### src/rtl/stype_pkg.sv
// Shared constants, state encoding and field bundle
// for the S-type store instruction encoder.
package stype_pkg;

  localparam logic [6:0] OPCODE_STORE = 7'b0100011;

  localparam logic [2:0] F3_SB = 3'b000;
  localparam logic [2:0] F3_SH = 3'b001;
  localparam logic [2:0] F3_SW = 3'b010;

  typedef enum logic [1:0] {
    ST_IDLE = 2'd0,
    ST_BUSY = 2'd1,
    ST_ERR  = 2'd2
  } state_t;

  typedef struct packed {
    logic [4:0]  rs1;
    logic [4:0]  rs2;
    logic [2:0]  funct3;
    logic [11:0] imm;
  } sfields_t;

  function automatic logic f3_legal(
    input logic [2:0] f3
  );
    logic ok;
    ok = 1'b0;
    unique case (1'b1)
      (f3 == F3_SB): ok = 1'b1;
      (f3 == F3_SH): ok = 1'b1;
      (f3 == F3_SW): ok = 1'b1;
      default:       ok = 1'b0;
    endcase
    return ok;
  endfunction

endpackage

### src/rtl/stype_field_pack.sv
// Combinational S-type field packer with
// store-width legality check.
module stype_field_pack
  import stype_pkg::*;
(
  input  sfields_t    f,
  output logic [31:0] instr,
  output logic        legal
);

  always_comb begin
    instr = {
      f.imm[11:5],
      f.rs2,
      f.rs1,
      f.funct3,
      f.imm[4:0],
      OPCODE_STORE
    };
    legal = f3_legal(f.funct3);
  end

endmodule

### src/rtl/st_encoder.sv
// S-type store encoder: valid/ready in, tagged
// instruction words out, sticky illegal-width error.
module st_encoder
  import stype_pkg::*;
#(
  parameter logic [31:0] BASE_ADDR = 32'h0000_0000,
  parameter int          CNT_W     = 16
) (
  input  logic             clk,
  input  logic             rst,
  input  logic             in_valid,
  output logic             in_ready,
  input  logic [4:0]       rs1,
  input  logic [4:0]       rs2,
  input  logic [2:0]       funct3,
  input  logic [11:0]      imm,
  output logic             out_valid,
  input  logic             out_ready,
  output logic [31:0]      instr,
  output logic [31:0]      addr,
  output logic             err,
  input  logic             err_clr,
  output logic [CNT_W-1:0] count
);

  state_t state, state_nxt;

  logic [31:0]      instr_q;
  logic [31:0]      addr_q;
  logic [31:0]      pc_q;
  logic [31:0]      pc_adv;
  logic [CNT_W-1:0] cnt_q;
  logic             err_q;

  sfields_t    fld;
  logic [31:0] pk_instr;
  logic        pk_legal;

  logic hs;
  logic ld;
  logic set_err;
  logic clr_err;

  assign fld = '{
    rs1:    rs1,
    rs2:    rs2,
    funct3: funct3,
    imm:    imm
  };

  stype_field_pack u_pack (
    .f     (fld),
    .instr (pk_instr),
    .legal (pk_legal)
  );

  assign out_valid = (state == ST_BUSY);
  assign hs        = out_valid & out_ready;

  // A word loaded alongside a handshake is tagged
  // with the already-advanced pc.
  assign pc_adv = hs ? pc_q + 32'd4 : pc_q;

  always_comb begin
    state_nxt = state;
    in_ready  = 1'b0;
    ld        = 1'b0;
    set_err   = 1'b0;
    clr_err   = 1'b0;
    unique case (state)
      ST_IDLE: begin
        in_ready = 1'b1;
        if (in_valid) begin
          if (pk_legal) begin
            ld        = 1'b1;
            state_nxt = ST_BUSY;
          end else begin
            set_err   = 1'b1;
            state_nxt = ST_ERR;
          end
        end
      end
      ST_BUSY: begin
        in_ready = out_ready;
        if (out_ready) begin
          if (!in_valid) begin
            state_nxt = ST_IDLE;
          end else if (pk_legal) begin
            ld        = 1'b1;
            state_nxt = ST_BUSY;
          end else begin
            set_err   = 1'b1;
            state_nxt = ST_ERR;
          end
        end
      end
      ST_ERR: begin
        if (err_clr) begin
          clr_err   = 1'b1;
          state_nxt = ST_IDLE;
        end
      end
      default: begin
        state_nxt = ST_IDLE;
      end
    endcase
  end

  always_ff @(posedge clk) begin
    if (rst) begin
      state   <= ST_IDLE;
      instr_q <= '0;
      addr_q  <= BASE_ADDR;
      pc_q    <= BASE_ADDR;
      cnt_q   <= '0;
      err_q   <= 1'b0;
    end else begin
      state <= state_nxt;
      pc_q  <= pc_adv;
      if (ld) begin
        instr_q <= pk_instr;
        addr_q  <= pc_adv;
      end
      if (hs && (cnt_q != {CNT_W{1'b1}})) begin
        cnt_q <= cnt_q + 1'b1;
      end
      if (set_err) begin
        err_q <= 1'b1;
      end else if (clr_err) begin
        err_q <= 1'b0;
      end
    end
  end

  assign instr = instr_q;
  assign addr  = addr_q;
  assign err   = err_q;
  assign count = cnt_q;

endmodule
### config.mk
export PLATFORM = sky130hd
export DESIGN_NAME = st_encoder
export DESIGN_NICKNAME = d
export VERILOG_FILES = /design/src/rtl/stype_pkg.sv /design/src/rtl/stype_field_pack.sv /design/src/rtl/st_encoder.sv
export SDC_FILE = /design/constraint.sdc
export NUM_CORES = 1
export LEC_CHECK = 0
export CORE_MARGIN = 5
export CORE_UTILIZATION = 25
export CTS_BUF_LIST = sky130_fd_sc_hd__clkbuf_4 sky130_fd_sc_hd__clkbuf_8
export CTS_CLUSTER_DIAMETER = 40
export DETAILED_ROUTE_END_ITERATION = 10
export PLACE_DENSITY_LB_ADDON = 0.08
export SYNTH_ARGS = -nofsm -noshare
export SYNTH_HDL_FRONTEND = slang
export SYNTH_SLANG_ARGS = --single-unit
### constraint.sdc
create_clock -name clk -period 4.01 [get_ports clk]
set_clock_uncertainty 0.15 [all_clocks]
set_input_delay 0.802 -clock clk [delete_from_list [all_inputs] [get_ports clk]]
set_output_delay 0.802 -clock clk [all_outputs]
set_load 0.05 [all_outputs]
==> impl_summary.txt, run 1 <==
----------------------------------------------------
[Run status]
  Status ... finished, final reports clean

[GRT]
  Global-route wire length before repair ... 20500 µm
  GR Layer Usage met2 ... 20.8%
  Congestion Overflow GR ... 0
  Met1 track demand over resource ... 16.2%
  Grt peak-use layer ... met2
  Pin count of the biggest net entering global routing ... 64
  Antenna violations before repair ... 0
  Vias in the first global route ... 3790
  All-layer global routing usage ... 12.7%
  Met3 global-route usage ... 4.19%

[Clock tree]
  Maximum root-to-sink buffer count ... 2
  CTS clk-pin slew, worst paths ... 0.09 ns
  Number of sinks handled by clock tree synthesis ... 105
  H-tree levels ... 3
  Root Buffer ... sky130_fd_sc_hd__clkbuf_8
  Post-CTS Setup Repair Bufs ... 0
  Clock latency on the worst-skew pair ... 0.38 ns
  Total clock buffers created by CTS ... 9
  Post-CTS sizing ... 0
  TritonCTS clock tree ... yes
  Quantity of hold-fixing buffers added after cts ... 0

[STA]
  Unrepaired setup endpoints after global routing ... no
  Number of failing hold endpoints at the final stage ... 0
  Final period util ... 85.3%
  Maximum clock rate ... 292 MHz
  Slew @ Worst Pin ... 1.04 ns
  Max_slew headroom ... 30.3%
  Minimum clock period ... 3.42 ns
  Number of failing setup endpoints in the final timing report ... 0
  Total Negative Setup Slacks ... 0 ns
  Number of max-slew violations in the final report ... 0

[Critical path]
  Highest fanout seen on the critical path ... 5
  Worst setup EP type ... output port
  Critical path class ... input pin to output port
  Arrival time worst endpoint ... 2.47 ns
  CP cell instances ... clkdlybuf4s50_1, nor2b_1, nor2_1, clkdlybuf4s50_1
  Crit path launch type ... input pin
  Startpoint of the most critical register-to-register path ... pc_q[2]
  Crit path top cell by count ... sky130_fd_sc_hd__clkdlybuf4s50_1
  Worst path bufs/invs ... 2
  Source of the critical timing path ... out_ready
  Master of the slowest instance on the critical path ... sky130_fd_sc_hd__clkdlybuf4s50_1
  Required @ worst endpoint ... 3.06 ns
  Kind of cell adding the most delay to the critical path ... buffers and inverters
  Max incr delay on CP ... 0.82 ns

[Worst hold path]
  Launch instance of the worst min-delay path ... instr[27]
  Worst min-delay path class ... flop to flop

[Job]
  Max-capacitance violation count ... 0

[Routing]
  Vias/cell ... 4.87
  Starting DRC count in detailed routing ... 191
  DRC violations left ... 0
  Wire length reported by the detailed router ... 12900 µm
  Vias after detailed routing ... 4024
  Per-cell routed wire length ... 15.6 µm
  Post-route antenna net violation count ... 0
  TritonRoute pass-1 iters ... 4

[Placement]
  Total of buffers placed on input and output ports ... 106
  Post-DP HPWL ... 9180 µm
  GP Congestion ... 0.786

[Floorplan]
  Number of I/O pins ... 113
  Rows ... 48
  Floorplan die height ... 143 µm
  Starting density of the core ... 25.5%
  Die Area ... 20500 µm²
  Area of the core region ... 17400 µm²
  X dimension of the die ... 143 µm

[Logic synthesis]
  Number of library cell types mapped by synthesis ... 48
  Yosys top cell area share ... 47.4%
  Part of the Yosys area used for sequential elements ... 47.4%
  Most used DFF post-synth ... sky130_fd_sc_hd__dfxtp_1
  List of most frequent post-synthesis cells ... sky130_fd_sc_hd__dfxtp_1, sky130_fd_sc_hd__nand2_1, sky130_fd_sc_hd__nor2_1, sky130_fd_sc_hd__a21oi_1, sky130_fd_sc_hd__clkbuf_1
  Leading area contributor after synthesis ... sky130_fd_sc_hd__dfxtp_1
  Count of flip-flops with a built-in enable after synthesis ... 0
  Count leader, synth ... sky130_fd_sc_hd__dfxtp_1
  Flip-flop and latch count after synthesis ... 105
  Average size of a mapped cell ... 8.66 µm²
  Synth top area cells ... sky130_fd_sc_hd__dfxtp_1, sky130_fd_sc_hd__nand2_1, sky130_fd_sc_hd__a21oi_1
  Mapped Area ... 4430 µm²
  Yosys synthesis warning count ... 0
  Gate count of the mapped netlist ... 512
  Async set-reset flop share out of synthesis ... 0%

[Final layout]
  Number of diodes ... 0
  Final core utilization ... 33.5%
  Growth of design area from synthesis to finish ... 31.1%
  Proportion of layout cells with a drive suffix above 1 ... 4.15%
  Total number of nets in the final design ... 632

[Pwr]
  Sw frac ... 29.3%
  Power share of the combinational group ... 16.9%
  Power share of the clock group ... 29.1%
  Maximum vdd drop ... 0.194 mV
  Switching component of the power ... 0.598 mW
  PD cells ... 351 nW/µm²
  Internal power of the cells ... 1.44 mW
  Sequential group share of total power ... 54.0%
  Leakage ... 1.86 nW

----------------------------------------------------
-- metrics by stage --
step,area [µm²],total power [mW],setup slack [ns],hold slack (ns),std cells
after floorplan,4450,1.35,1.56,0.313,517
after global placement,5650,1.47,0.574,0.292,814
after detailed placement,5650,1.47,0.567,0.298,814
after CTS,5810,2.09,0.569,0.312,827
after global routing,5810,2.16,0.518,0.333,827
final,5810,2.04,0.589,0.308,827
-- tightest hold or removal path: cells and delay by family (launching register included) --
kind               cells  cell delay, ns
AOI/OAI and AO/OA      1            0.05
DFF                    1            0.32
and+or+nand+nor        1            0.05
-- power by group through the flow --
stage / clock network, mW / logic [mW] / registers, mW
floorplan: 0 / 0.119 / 1.23
global placement: 0 / 0.347 / 1.12
detailed placement: 0 / 0.349 / 1.13
CTS: 0.636 / 0.350 / 1.10
global route: 0.683 / 0.367 / 1.11
finish: 0.594 / 0.344 / 1.10
-- cell usage in the layout, fill, tap and decap left out, types with 13 or more instances in the layout --
master,count
sky130_fd_sc_hd__or4_1,18
sky130_fd_sc_hd__a21oi_1,50
sky130_fd_sc_hd__a211oi_1,13
sky130_fd_sc_hd__o31ai_1,16
sky130_fd_sc_hd__a311oi_1,18
sky130_fd_sc_hd__clkdlybuf4s50_1,105
sky130_fd_sc_hd__nor2_1,61
sky130_fd_sc_hd__nand4_1,15
sky130_fd_sc_hd__dfxtp_1,105
sky130_fd_sc_hd__nand2_1,68
-- layer usage --
layer  vias up  wire length (µm)
li1       2020                 -
met1      1895              5940
met2       101              5960
met3         8               869
met4         0               136
met5         -                 0
-- worst paths after layout --
| kind | to | slack [ns] | cells past startpoint |
|---|---|---|---|
| min | instr[27] | 0.31 | 2 |
| max | in_ready | 0.59 | 4 |
| min reg2reg | instr[27] | 0.31 | 2 |
| max reg2reg | addr[22] | 1.47 | 5 |
-- registers in the layout, indices dropped and copies added, names as in the netlist --
| register | cells |
|---|---|
| addr | 30 |
| count | 16 |
| err | 1 |
| instr | 26 |
| pc_q | 30 |
| state | 2 |
-- cell type report --
class | count | area, µm²
inverter | 6 | 22.5
fill | 1841 | 11500
clock inverter | 1 | 5.00
sequential | 105 | 2100
timing repair buffer | 110 | 1100
tap | 225 | 282
multi-input combinational | 368 | 2140
clock buffer | 12 | 153
-- kinds of logic (layout without fill, tap and decap cells) --
logic type	Yosys count	in the layout	share of synthesized area, %
AO/OA/AOI/OAI	116	116	17.2
XOR/XNOR	11	11	2.17
adder cells (fa/ha/maj)	2	2	0.565
buffers and inverters	44	129	4.63
flip-flops	105	105	47.4
multiplexers	10	10	2.48
other	1	6	0.0846
AND/OR/NAND/NOR	223	223	25.4
No activity file was read; power rests on OpenSTA's default activity.
==> run 2, diff against run 1 <==
--- a/config.mk
+++ b/config.mk
@@ -11,6 +11,7 @@
 export CTS_CLUSTER_DIAMETER = 40
 export DETAILED_ROUTE_END_ITERATION = 10
 export PLACE_DENSITY_LB_ADDON = 0.08
+export SLEW_MARGIN = 10
 export SYNTH_ARGS = -nofsm -noshare
 export SYNTH_HDL_FRONTEND = slang
 export SYNTH_SLANG_ARGS = --single-unit
==> constraint.sdc (replaced) <==
create_clock -name clk -period 4.43 [get_ports clk]
set_clock_uncertainty 0.15 [all_clocks]
set_input_delay 0.886 -clock clk [delete_from_list [all_inputs] [get_ports clk]]
set_output_delay 0.886 -clock clk [all_outputs]
set_load 0.05 [all_outputs]
==> run 2 against run 1 <==
  * Count of clock-buffer cells in the layout stayed put
  * Wire length is 0.50% higher
  * Cell area is 0.58% higher
  * Flip-flop and latch count stayed put
  * Sequential share of layout area is 0.21 points lower
  * Sequential power is 9% lower
  * Critical endpoint unchanged
  * Largest cell class unchanged
  * Largest power group unchanged
==> impl_summary.txt, run 2 (synthesis results as in run 1) <==
----------------------------------------------------
[Run status]
  Status ... finished, final reports clean

[Final layout]
  Number of diodes ... 0
  Fillers ... 1813
  Area occupied by multi-input gates ... 2140 µm²
  Area used by sequential logic in the layout ... 2100 µm²
  Growth of design area from synthesis to finish ... 31.8%
  Total number of nets in the final design ... 632
  Proportion of layout cells with a drive suffix above 1 ... 4.63%
  Leading cell types in the layout, fill and taps excluded ... sky130_fd_sc_hd__dfxtp_1, sky130_fd_sc_hd__clkdlybuf4s50_1, sky130_fd_sc_hd__nand2_1, sky130_fd_sc_hd__nor2_1, sky130_fd_sc_hd__a21oi_1
  Post-route non-filler standard cell count ... 830
  Post-route standard cell area excluding fillers ... 5840 µm²

[Routing]
  Starting DRC count in detailed routing ... 165
  TritonRoute pass-1 iters ... 4
  Vias after detailed routing ... 4104
  Wire length reported by the detailed router ... 13000 µm
  DRC violations left ... 0
  Post-route antenna net violation count ... 0
  Per-cell routed wire length ... 15.6 µm
  Vias/cell ... 4.94

[STA]
  Slew @ Worst Pin ... 0.983 ns
  Number of failing setup endpoints in the final timing report ... 0
  Total Negative Setup Slacks ... 0 ns
  Minimum clock period ... 3.59 ns
  Final period util ... 81.0%
  Smallest setup slack after layout ... 0.840 ns
  Unrepaired setup endpoints after global routing ... no
  Maximum clock rate ... 279 MHz
  Number of failing hold endpoints at the final stage ... 0
  Max_slew headroom ... 34.3%
  Number of max-slew violations in the final report ... 0

[Critical path]
  CP cell instances ... clkdlybuf4s50_1, nor2b_1, nor2_1, clkdlybuf4s50_1
  Arrival time worst endpoint ... 2.55 ns
  Highest fanout seen on the critical path ... 5
  Required @ worst endpoint ... 3.39 ns
  Worst setup EP type ... output port
  Worst setup slack for register-to-register paths ... 1.78 ns
  Critical path class ... input pin to output port
  Crit path launch type ... input pin
  Master of the slowest instance on the critical path ... sky130_fd_sc_hd__clkdlybuf4s50_1
  Kind of cell adding the most delay to the critical path ... buffers and inverters
  Worst path bufs/invs ... 2
  Max incr delay on CP ... 0.82 ns
  Crit path top cell by count ... sky130_fd_sc_hd__clkdlybuf4s50_1

[Placement]
  Post-DP HPWL ... 9120 µm
  Placed cell count ... 814
  DP Worst Slack ... 0.799 ns
  Total of buffers placed on input and output ports ... 106
  GP Congestion ... 0.785
  Total cell area at the placement stage ... 5650 µm²

[Floorplan]
  Starting density of the core ... 25.5%
  X dimension of the die ... 143 µm
  Area of the core region ... 17400 µm²
  Number of I/O pins ... 113
  Rows ... 48
  Floorplan die height ... 143 µm
  Die Area ... 20500 µm²

[Clock tree]
  CTS clk-pin slew, worst paths ... 0.09 ns
  Clock latency on the worst-skew pair ... 0.38 ns
  H-tree levels ... 3
  Root Buffer ... sky130_fd_sc_hd__clkbuf_8
  Total clock buffers created by CTS ... 9
  Quantity of hold-fixing buffers added after cts ... 0
  Maximum root-to-sink buffer count ... 2
  TritonCTS clock tree ... yes
  Post-CTS sizing ... 0
  Post-CTS Setup Repair Bufs ... 0
  Number of sinks handled by clock tree synthesis ... 105

[GRT]
  Congestion Overflow GR ... 0
  All-layer global routing usage ... 12.7%
  Pin count of the biggest net entering global routing ... 62
  Global-route wire length before repair ... 20600 µm
  Antenna violations before repair ... 0
  Vias in the first global route ... 3875

[Pwr]
  PD cells ... 324 nW/µm²
  Maximum vdd drop ... 0.189 mV
  Leakage ... 1.87 nW

[Job]
  Max-capacitance violation count ... 0

[Worst hold path]
  Worst min-delay path class ... flop to flop

----------------------------------------------------
==> run 2: changes by cell type in the layout (fill, tap and decap cells not counted) <==
cell	delta
sky130_fd_sc_hd__clkinvlp_4	+1
sky130_fd_sc_hd__clkinv_4	+1
sky130_fd_sc_hd__clkbuf_4	-2
sky130_fd_sc_hd__clkbuf_8	+2
sky130_fd_sc_hd__clkinv_2	+1
==> run 2: layout make-up <==
class	count	share of cell area, %
multi-input combinational	368	36.7
sequential	105	36.0
timing repair buffer	110	18.8
tap	225	4.82
clock buffer	12	2.83
clock inverter	4	0.450
inverter	6	0.385
==> run 2: per-layer routing <==
layer / up-vias / global-route usage [%] / share of wire [%]
li1: 2020 / - / -
met1: 1949 / 16.0 / 46
met2: 116 / 20.8 / 46
met3: 19 / 3.25 / 5.8
met4: 0 / 4.75 / 1.9
met5: - / 0 / 0
==> run 2: metrics by stage <==
stage / util (%) / power, mW / hold WS [ns]
after detailed placement: 32.6 / 1.33 / 0.299
final: 33.7 / 1.89 / 0.311
after global routing: 33.7 / 1.99 / 0.334
after floorplan: - / 1.22 / 0.313
after global placement: 32.6 / 1.33 / 0.291
after CTS: 33.7 / 1.95 / 0.313
==> run 2: worst reg2reg max path: cells and delay by family, from the launching register on <==
kind,cells,cell delay [ns]
compound gates,1,0.62
flops,1,0.53
mux,1,0.36
simple gates,2,0.88
==> run 2: worst paths after layout <==
| path | start | endpoint | depth (start not counted) |
|---|---|---|---|
| min reg2reg | instr[23] | instr[23] | 2 |
| max reg2reg | state[0] | count[7] | 4 |
| min | instr[23] | instr[23] | 2 |
| max | out_ready | in_ready | 4 |
==> run 2: power breakdown <==
part	internal [mW]	total [mW]	switching, mW
Sequential	0.975	0.996	0.0208
Combinational	0.107	0.313	0.206
Clock	0.250	0.585	0.335
Total	1.33	1.89	0.562
==> run 3, diff against run 2 <==
==> constraint.sdc (replaced) <==
create_clock -name clk -period 2.9 [get_ports clk]
set_clock_uncertainty 0.15 [all_clocks]
set_input_delay 0.58 -clock clk [delete_from_list [all_inputs] [get_ports clk]]
set_output_delay 0.58 -clock clk [all_outputs]
set_load 0.05 [all_outputs]
==> run 3 against run 2 <==
  * Wire length increased by 0.77%
  * Setup slack got worse by 0.63 ns
  * Die area unchanged
  * Register-to-register slack got worse by 1.3 ns
  * Worst hold slack got worse by 0.00061 ns
  * Critical path depth decreased by 2
  * Power increased by 53%
  * Flip-flop and latch count unchanged
  * Non-clock buffer count increased by 10
  * Sequential share of layout area decreased by 0.46 points
  * Via count decreased by 0.44%
==> impl_summary.txt, run 3 (synthesis results as in run 1) <==
----------------------------------------------------
[Run status]
  Status ... finished, final reports clean

[Pwr]
  PD cells ... 489 nW/µm²
  Leakage ... 1.92 nW
  Maximum vdd drop ... 0.196 mV

[STA]
  Total Negative Setup Slacks ... 0 ns
  Minimum clock period ... 2.69 ns
  Unrepaired setup endpoints after global routing ... no
  Post-Route Hold Slack ... 0.310 ns
  Number of failing setup endpoints in the final timing report ... 0
  Slew @ Worst Pin ... 0.657 ns
  Number of max-slew violations in the final report ... 0
  Final period util ... 92.6%
  Maximum clock rate ... 372 MHz
  Max_slew headroom ... 56.2%
  Number of failing hold endpoints at the final stage ... 0

[Clock tree]
  Post-CTS sizing ... 0
  Total clock buffers created by CTS ... 9
  Maximum root-to-sink buffer count ... 2
  Number of sinks handled by clock tree synthesis ... 105
  Clock latency on the worst-skew pair ... 0.38 ns
  Root Buffer ... sky130_fd_sc_hd__clkbuf_8
  H-tree levels ... 3
  Post-CTS Setup Repair Bufs ... 0
  TritonCTS clock tree ... yes
  CTS clk-pin slew, worst paths ... 0.09 ns
  Quantity of hold-fixing buffers added after cts ... 0

[Final layout]
  Area used by sequential logic in the layout ... 2100 µm²
  Number of diodes ... 0
  Proportion of layout cells with a drive suffix above 1 ... 6.34%
  Fillers ... 1777
  Leading cell types in the layout, fill and taps excluded ... sky130_fd_sc_hd__dfxtp_1, sky130_fd_sc_hd__clkdlybuf4s50_1, sky130_fd_sc_hd__nand2_1, sky130_fd_sc_hd__nor2_1, sky130_fd_sc_hd__a21oi_1
  Area occupied by multi-input gates ... 2140 µm²
  Most frequent standard cell in the layout excluding fill and tap cells ... sky130_fd_sc_hd__dfxtp_1
  Total number of nets in the final design ... 642
  Post-route standard cell area excluding fillers ... 5920 µm²
  Growth of design area from synthesis to finish ... 33.5%

[Routing]
  Highest metal layer with signal wires ... met4
  Starting DRC count in detailed routing ... 123
  DR WL met2 ... 5890 µm
  TritonRoute pass-1 iters ... 4
  Wire length reported by the detailed router ... 13100 µm
  Met3 wirelength from detailed routing ... 697 µm
  Post-route antenna net violation count ... 0
  Vias after detailed routing ... 4086
  Vias/cell ... 4.86
  DRC violations left ... 0
  Per-cell routed wire length ... 15.6 µm
  Routed met1 length ... 6130 µm

[Floorplan]
  Starting density of the core ... 25.5%
  Number of I/O pins ... 113
  Floorplan die height ... 143 µm
  Area of the core region ... 17400 µm²
  Rows ... 48
  X dimension of the die ... 143 µm
  Die Area ... 20500 µm²

[Critical path]
  Startpoint of the most critical register-to-register path ... pc_q[8]
  Critical path class ... flop to output port
  Arrival time worst endpoint ... 1.96 ns
  Crit path launch type ... flop
  Highest fanout seen on the critical path ... 9
  Required @ worst endpoint ... 2.17 ns
  CP cell instances ... nor2b_1, clkdlybuf4s50_1
  Worst setup EP type ... output port
  Master of the slowest instance on the critical path ... sky130_fd_sc_hd__clkdlybuf4s50_1
  Source of the critical timing path ... state[0]
  Max incr delay on CP ... 0.83 ns

[Job]
  Max-capacitance violation count ... 0

[Placement]
  GP Congestion ... 0.773
  Post-DP HPWL ... 9360 µm
  Total cell area at the placement stage ... 5740 µm²
  Total of buffers placed on input and output ports ... 106

[Worst hold path]
  Launch instance of the worst min-delay path ... instr[13]
  Worst min-delay path class ... flop to flop

[GRT]
  All-layer global routing usage ... 12.9%
  Pin count of the biggest net entering global routing ... 64
  Antenna violations before repair ... 0
  Vias in the first global route ... 4001
  Congestion Overflow GR ... 0
  Global-route wire length before repair ... 21000 µm

----------------------------------------------------
-- run 3: cell count changes in the layout (fill, tap and decap cells not counted) --
cell,change
sky130_fd_sc_hd__buf_12,+1
sky130_fd_sc_hd__buf_4,+10
sky130_fd_sc_hd__clkbuf_4,+2
sky130_fd_sc_hd__clkbuf_8,-1
sky130_fd_sc_hd__clkdlybuf4s50_1,-1
sky130_fd_sc_hd__clkinv_2,+1
sky130_fd_sc_hd__clkinv_4,-1
sky130_fd_sc_hd__clkinvlp_4,-1
-- run 3: metal layers --
| layer | track usage [%] | vias up |
|---|---|---|
| li1 | - | 2044 |
| met1 | 16.1 | 1919 |
| met2 | 21.1 | 102 |
| met3 | 3.05 | 21 |
| met4 | 6.00 | 0 |
| met5 | 0 | - |
-- run 3: final cells by class --
class / count / share of cell area, %
repair buffers: 120 / 20.0
inverters: 6 / 0.381
clock buffers: 13 / 2.81
clock inverters: 3 / 0.254
multi-input cells: 368 / 36.2
well taps: 225 / 4.76
flip-flops and latches: 105 / 35.5
-- run 3: power breakdown --
part           switching, mW  internal (mW)  total [mW]
registers             0.0322           1.49        1.52
clock network          0.514          0.376       0.890
logic                  0.315          0.170       0.485
-- run 3: final timing paths --
path               end  slack, ns  depth (start not counted)
max          out_valid       0.21                          2
min          instr[13]       0.31                          2
min reg2reg  instr[13]       0.31                          2
max reg2reg   addr[31]       0.47                          4
-- run 3: critical path, delay by kind of cell (launching register included) --
family,cells,cell delay (ns)
buf+inv,1,0.83
simple gates,1,0.23
flops,1,0.52
-- run 3: metrics by stage --
| step | setup slack (ns) | total power, mW | util, % | cells |
|---|---|---|---|---|
| 2_1_floorplan | 0.496 | 1.87 | - | 517 |
| 3_3_place_gp | 0.0810 | 2.04 | 33.1 | 824 |
| 3_5_place_dp | -0.00688 | 2.05 | 33.1 | 824 |
| 4_1_cts | 0.141 | 2.95 | 34.1 | 840 |
| 5_1_grt | 0.103 | 3.05 | 34.1 | 840 |
| 6_report | 0.214 | 2.90 | 34.1 | 840 |
